### src/rtl/divider_66.sv
// divider_66 -- sequential restoring divider.
//
// Divides a 2*div_size-bit dividend by a div_size-bit divisor. The result is
// produced one quotient bit per clock, MSB first.
//
// Handshake: an operation is accepted on a rising edge where
// in_valid && in_ready. A result is consumed on a rising edge where
// out_valid && out_ready. in_ready is high only in IDLE, and out_valid is
// high only in DONE. Result fields are held stable until they are consumed.
//
// A divide-by-zero, or a dividend high half >= divisor (quotient overflow),
// goes straight from IDLE to DONE. In that case err=1, quotient is all ones
// and remainder is the low half of the dividend.
//
// Ports:
//   clk, rst        clock; asynchronous active-high reset
//   in_valid/ready  operation request handshake
//   dividend        2*div_size-bit numerator
//   divisor         div_size-bit denominator
//   out_valid/ready result handshake
//   quotient        div_size-bit quotient
//   remainder       div_size-bit remainder
//   err             divide-by-zero / overflow flag
//   dbg_state       current FSM state (0=IDLE, 1=RUN, 2=DONE)
module divider_66 #(
  parameter int div_size = 66
) (
  input  logic                    clk,
  input  logic                    rst,
  input  logic                    in_valid,
  output logic                    in_ready,
  input  logic [2*div_size-1:0]   dividend,
  input  logic [div_size-1:0]     divisor,
  output logic                    out_valid,
  input  logic                    out_ready,
  output logic [div_size-1:0]     quotient,
  output logic [div_size-1:0]     remainder,
  output logic                    err,
  output logic [1:0]              dbg_state
);

  localparam int W  = div_size;
  localparam int CW = $clog2(W + 1);

  typedef enum logic [1:0] {
    IDLE = 2'd0,
    RUN  = 2'd1,
    DONE = 2'd2
  } state_t;

  state_t         r_state;
  state_t         w_next;
  logic [CW-1:0]  r_cnt;
  logic [W-1:0]   r_rem;   // partial remainder (always < divisor between steps)
  logic [W-1:0]   r_lo;    // unconsumed dividend bits; quotient bits enter at LSB
  logic [W-1:0]   r_div;
  logic           r_err;

  logic           w_accept;
  logic [W:0]     w_shift;
  logic [W:0]     w_sub_a;
  logic [W:0]     w_sub_b;
  logic [W+1:0]   w_sub_full;
  logic           w_ge;
  logic           w_last;
  logic           w_unused_sub_msb;

  // Partial remainder for this step: shift in the next dividend bit.
  assign w_shift = {r_rem, r_lo[W-1]};

  // One subtractor, shared between the overflow check in IDLE and the
  // restoring step in RUN. A clear borrow means a >= b. With divisor==0 the
  // IDLE compare is always >=, so it covers divide-by-zero as well.
  assign w_sub_a    = (r_state == IDLE) ? {1'b0, dividend[2*W-1:W]} : w_shift;
  assign w_sub_b    = {1'b0, (r_state == IDLE) ? divisor : r_div};
  assign w_sub_full = {1'b0, w_sub_a} - {1'b0, w_sub_b};
  assign w_ge       = ~w_sub_full[W+1];
  // When a >= b the difference is below the divisor, so bit W is always zero.
  assign w_unused_sub_msb = w_sub_full[W];

  assign w_last = (r_cnt == CW'(W - 1));

  // State register.
  always_ff @(posedge clk or posedge rst) begin
    if (rst) r_state <= IDLE;
    else     r_state <= w_next;
  end

  // Next state and handshake outputs.
  always_comb begin
    w_next    = r_state;
    in_ready  = 1'b0;
    out_valid = 1'b0;
    w_accept  = 1'b0;
    case (r_state)
      IDLE: begin
        in_ready = ~rst;
        w_accept = in_valid & ~rst;
        if (w_accept) w_next = w_ge ? DONE : RUN;
      end
      RUN: begin
        if (w_last) w_next = DONE;
      end
      DONE: begin
        out_valid = 1'b1;
        if (out_ready) w_next = IDLE;
      end
      default: w_next = IDLE;
    endcase
  end

  // Datapath.
  always_ff @(posedge clk or posedge rst) begin
    if (rst) begin
      r_cnt <= '0;
      r_rem <= '0;
      r_lo  <= '0;
      r_div <= '0;
      r_err <= 1'b0;
    end else begin
      case (r_state)
        IDLE: begin
          if (w_accept) begin
            r_div <= divisor;
            r_cnt <= '0;
            if (w_ge) begin
              r_err <= 1'b1;
              r_lo  <= '1;
              r_rem <= dividend[W-1:0];
            end else begin
              r_err <= 1'b0;
              r_rem <= dividend[2*W-1:W];
              r_lo  <= dividend[W-1:0];
            end
          end
        end
        RUN: begin
          r_cnt <= r_cnt + 1'b1;
          r_rem <= w_ge ? w_sub_full[W-1:0] : w_shift[W-1:0];
          r_lo  <= {r_lo[W-2:0], w_ge};
        end
        default: ;
      endcase
    end
  end

  assign quotient  = r_lo;
  assign remainder = r_rem;
  assign err       = r_err;
  assign dbg_state = r_state;

endmodule

### config.mk
export PLATFORM = sky130hd
export DESIGN_NAME = divider_66
export DESIGN_NICKNAME = d
export VERILOG_FILES = /design/src/rtl/divider_66.sv
export SDC_FILE = /design/constraint.sdc
export NUM_CORES = 1
export LEC_CHECK = 0
export BUFFER_PORTS_ARGS = -buffer_cell sky130_fd_sc_hd__buf_4
export CAP_MARGIN = 40
export CORE_AREA = 3 3 163 165
export DETAILED_ROUTE_END_ITERATION = 12
export DIE_AREA = 0 0 166 168
export PLACE_DENSITY = 0.86
export RECOVER_POWER = 25
export SLEW_MARGIN = 25
export SYNTH_ARGS = -nofsm -noshare
export SYNTH_HDL_FRONTEND = slang
export SYNTH_SLANG_ARGS = --single-unit
### constraint.sdc
create_clock -name clk -period 11.05 [get_ports clk]
set_input_delay 2.21 -clock clk [delete_from_list [all_inputs] [get_ports clk]]
set_output_delay 2.21 -clock clk [all_outputs]
set_load 0.05 [all_outputs]
# ---- Word-level counts from Yosys, hierarchy flattened
# Index checks and enable logic that the tools add are counted.
dict set report totals {
  ff_bits 208
  input_bits 202
}
dict set report classes {
  n_addsub 2
  n_eq_ne 7
  mux 20
  bitwise_logic 3
  n_reduce_logical 5
}
# cell n
set op_table {}
lappend op_table {{two-way mux 66 bit} 6}
lappend op_table {{one-hot mux 66 bit (2 select lines)} 2}
lappend op_table {{subtractor 67 x 66 -> 68 bit} 1}
lappend op_table {{two-way mux 67 bit} 1}
lappend op_table {{one-hot mux 7 bit (2 select lines)} 1}
lappend op_table {{two-way mux 2 bit} 4}
lappend op_table {{adder 7 x 1 -> 7 bit (second input constant)} 1}
lappend op_table {{equality test 7 bit (second input constant)} 1}
lappend op_table {{two-way mux 7 bit} 1}
lappend op_table {{!= test 2 bit (second input constant)} 3}
lappend op_table {{one-hot mux 2 bit (3 select lines)} 1}
lappend op_table {{two-way mux 1 bit} 4}
lappend op_table {{AND reduction 2 bit} 2}
lappend op_table {{AND reduction 3 bit} 1}
lappend op_table {{equality test 2 x 1 -> 1 bit (second input constant)} 1}
lappend op_table {{equality test 2 bit (second input constant)} 1}
lappend op_table {{zero test 2 bit} 1}
lappend op_table {{!= test 2 x 1 -> 1 bit (second input constant)} 1}
lappend op_table {{NOT 1 bit} 2}
lappend op_table {{nonzero test 2 bit} 1}
lappend op_table {{bitwise AND 1 bit} 1}

# ---- Logic depth before layout (Yosys ltp)
dict set report logic_depth {
  depth_word 6
  mapped_depth 20
  mapped_depth_nobuf 15
}

# ---- Worst setup path after synthesis
# Ideal clock, no wire load.
dict set report synth_timing {
  kind {in2reg}
  startpoint {input port dividend[71]}
  endpoint {register r_rem[64], in the netlist remainder[64]}
  setup_ns 0.124
  t_arrival_ns 5.454
  t_required_ns 10.926
  setup_slack_ns 5.472
  cell_stages 13
  n_path_buf 0
  path_cell_list {mux2_2 ha_1 a21o_1 a211o_1 o21a_1 o2111a_2 o21ai_2 a21oi_2 a2111oi_4 o21bai_2 a211oi_4 mux2_2 a211o_1}
}
dict set report synth_via {
  elab_chain_cells 5
}
# item line
set synth_lines {}
lappend synth_lines {{start, declared} 32} ;# input logic [2*div_size-1:0] dividend,
lappend synth_lines {{two-way mux 67 bit *} 74} ;# assign w_sub_a = (r_state == IDLE) ? {1'b0, dividend[2*W-1:W]} : w_shift;
lappend synth_lines {{subtractor 67 x 66 -> 68 bit *} 76} ;# assign w_sub_full = {1'b0, w_sub_a} - {1'b0, w_sub_b};
lappend synth_lines {{two-way mux 66 bit} 126} ;# if (w_ge) begin
lappend synth_lines {{two-way mux 66 bit} 123} ;# if (w_accept) begin
lappend synth_lines {{one-hot mux 66 bit (2 select lines) *} 121} ;# case (r_state)
lappend synth_lines {{end signal, assigned} 129} ;# r_rem <= dividend[W-1:0];
lappend synth_lines {{end signal, assigned} 132} ;# r_rem <= dividend[2*W-1:W];
lappend synth_lines {{end signal, assigned} 139} ;# r_rem <= w_ge ? w_sub_full[W-1:0] : w_shift[W-1:0];
lappend synth_lines {{end, declared} 54} ;# logic [W-1:0] r_rem;
# Every way passes the cells marked *; elsewhere a longest branch is shown, timed or not. The select of a mux whose other input is x is not followed.
# A chain may end at the register's enable or synchronous reset.

==> summary.txt <==
Post-CTS Setup Inserts: 0
GRT overflow: 0
Starting Density: 60.0%
Fraction of layout cells with a size suffix above 1: 25.2%
Pwr dens: 322 nW/um^2
Largest net degree at the start of global routing: 89
# rows: 58
Cell variety after synth: 72
CTS tree: done
Fmax: 0.140 GHz
Data arrival time of the critical path: 7.84 ns
Placer Congestion: 0.918
Post-synthesis net count: 2048
Core area: 25200 um^2
Vias/cell: 6.28
Data required, critical path: 11.75 ns
Vias in the first global route: 15100
Post-synth design cell area: 15100 um^2
Final Cycle Share: 64.6%
Violated checks: max-capacitance violations, max-slew violations
Skew final: 0.00898 ns
Root Buffer: clkbuf_16
First-pass GRT wire length: 79900 um
DR iter-0 viols: 1364
Most frequent cell after synthesis: nand2_1
Endpoints failing setup: 0
Die X: 166 um
Crit path time final: 7.14 ns
First-pass detailed-route iteration total: 6
Remaining DRCs: 0
CTS H-tree depth: 1
Worst R2R Setup Slack: 4.75 ns
I/O pin total: 339
GRT Util Overall: 34.5%
Leading area contributor after synthesis: dfrtp_1
Critical-path maximum fanout: 88
Number of enable flip-flop cells after synthesis: 0
Max-slew headroom: -168%
FF+latch count, synth: 208
Seq/Total Area, Yosys: 34.5%
DRT Wirelength: 49900 um
Top post-synthesis cells by area: dfrtp_1 34%, nand2_1 10%, mux2i_1 7.4%, mux2_2 5.8%, a21oi_1 5.8%
Setup TNS Final: 0 ns
Syn avg cell area: 8.50 um^2
Nets: 2325
Maximum vdd drop: 0.222 mV
Ys Warns: 0
Total area of sequential cells: 5200 um^2
Clk slew on worst S/H paths: 0.06 ns
Synth async-reset ratio: 100%
Max_cap viols: 3
Worst Reg-to-Reg Cells: 18
Final ANT Viol Nets: 0
Antenna violations before repair: 3
Worst R2R End: remainder[62]
Gate Count Post-Synth: 1777
Ys flop type: dfrtp_1
Maximum root-to-sink buffer count: 3
Pins Over Slew Limit: 184
# resized after CTS: 0
I/O Buffers: 338
Hold buffer count at cts: 0
Clock Sinks: 208
Area delta synth->final: 24.1%
HPWL after detailed placement: 35700 um
R2R Path Start: dbg_state[1]
Die footprint: 27900 um^2
Worst-Skew Late Latency: 0.53 ns
Worst Hold Launch: r_div[14]
Critical path capture point type: asynchronous set/reset pin
Hold endpoint: r_div[14]
Kind of critical path: input pin to asynchronous set/reset pin
Final hold violations: 0
Die height: 168 um
Area of the multi-input gates: 9420 um^2
P_leak: 9.06 nW
HP Class: flop to flop
Share of the synthesized area in the top cell type: 34.5%
Total number of vias: 15100
Wire per inst: 20.8 um
Status: complete, but fails checks
RSZ-0062 raised after global routing: no
Min Hold Slack: 0.475 ns
Filler Cells Inserted: 1843
Element type at the critical path start: input pin
Worst slew pin tran: 3.99 ns
TritonCTS buffer count: 24
Post-synth top cells: 403 x nand2_1, 208 x dfrtp_1, 174 x a21oi_1, 134 x nor2_1, 124 x o21ai_0
WHS Path Cells: 2
==> how the worst max path moves through the flow <==
stage,from,endpoint,slack (ns),cells after the start
finish,rst,quotient[50],3.91,5
global route,rst,remainder[51],3.03,5
CTS,dbg_state[1],remainder[62],4.97,18
detailed placement,dividend[67],remainder[62],4.57,17
global placement,dividend[80],remainder[62],4.52,15
floorplan,rst,dbg_state[0],3.16,1
==> worst max-delay path, stage by stage <==
cell	delay, ns
clkbuf_1	0.12
clkinvlp_2	2.21
clkbuf_1	2.18
buf_4	0.70
buf_12	0.30
==> flip-flops by register name, indices dropped and copies added (netlist names) <==
register,count
r_div,66
dbg_state,2
err,1
remainder,66
quotient,66
r_cnt,7
==> cell type report <==
class | instances | area share [%]
multi-input combinational | 1436 | 50.3
sequential | 208 | 27.8
timing repair buffer | 360 | 14.9
clock buffer | 35 | 3.86
tap | 330 | 2.20
inverter | 24 | 0.488
clock inverter | 6 | 0.474
antenna | 2 | 0.0267
==> metal layers <==
metal	vias to the layer above	GRT usage [%]	routed length (um)
met5	-	0	11
met4	2	12.8	2050
met3	150	7.87	4660
met2	829	58.0	23700
met1	7254	43.8	19500
li1	6844	-	-
==> power by group <==
group | switching, mW | internal, mW | total [mW]
combinational | 2.38 | 1.58 | 3.96
sequential | 0.230 | 1.00 | 1.23
clock | 0.334 | 0.498 | 0.832
==> metrics by stage <==
step	util [%]	cell area, um^2	cells	power, mW	setup WS, ns
final	74.4	18700	2401	6.02	3.91
after global routing	74.4	18700	2401	6.40	3.03
after CTS	74.3	18700	2397	5.98	4.97
after detailed placement	71.1	17900	2356	5.13	4.57
after global placement	70.6	17800	2350	5.00	4.52
after floorplan	-	15100	1777	4.11	3.16
==> cell usage in the layout (no fill, tap or decap), types with 4 or more instances in the layout <==
cell type  instances
a21boi_0           5
a21o_1            37
a21oi_1          174
a221oi_1           7
a31oi_1           10
and2_1             8
and3_1             6
buf_16             4
buf_4            349
clkbuf_1           9
clkbuf_16         25
clkbuf_8           6
dfrtp_1          208
ha_1              68
inv_1             23
mux2_2            78
mux2i_1          111
mux4_2            26
nand2_1          402
nand3_1           17
nand4_1           16
nor2_1           131
nor2_4             4
nor2b_1            8
nor3_1            14
o211ai_1           9
o21a_1            14
o21ai_0          123
o21bai_1          14
o221ai_1           6
o22ai_1           13
or3_1              6
xnor2_1           35
xor2_1            23
==> cell families (layout without fill, tap and decap cells) <==
kind of cell               count (synthesis)  count (layout)  share of synthesized area [%]
DFF                                      208             208                           34.5
adders and majority gates                 69              69                           5.77
xor gates and xnor gates                  58              58                           3.36
and+or+nand+nor                          629             629                           17.0
AOI/OAI and AO/OA                        465             465                           18.8
muxes                                    215             215                           17.1
other                                      0               2                              0
buffers and inverters                    133             425                           3.57
(Power assumes the default switching activity.)
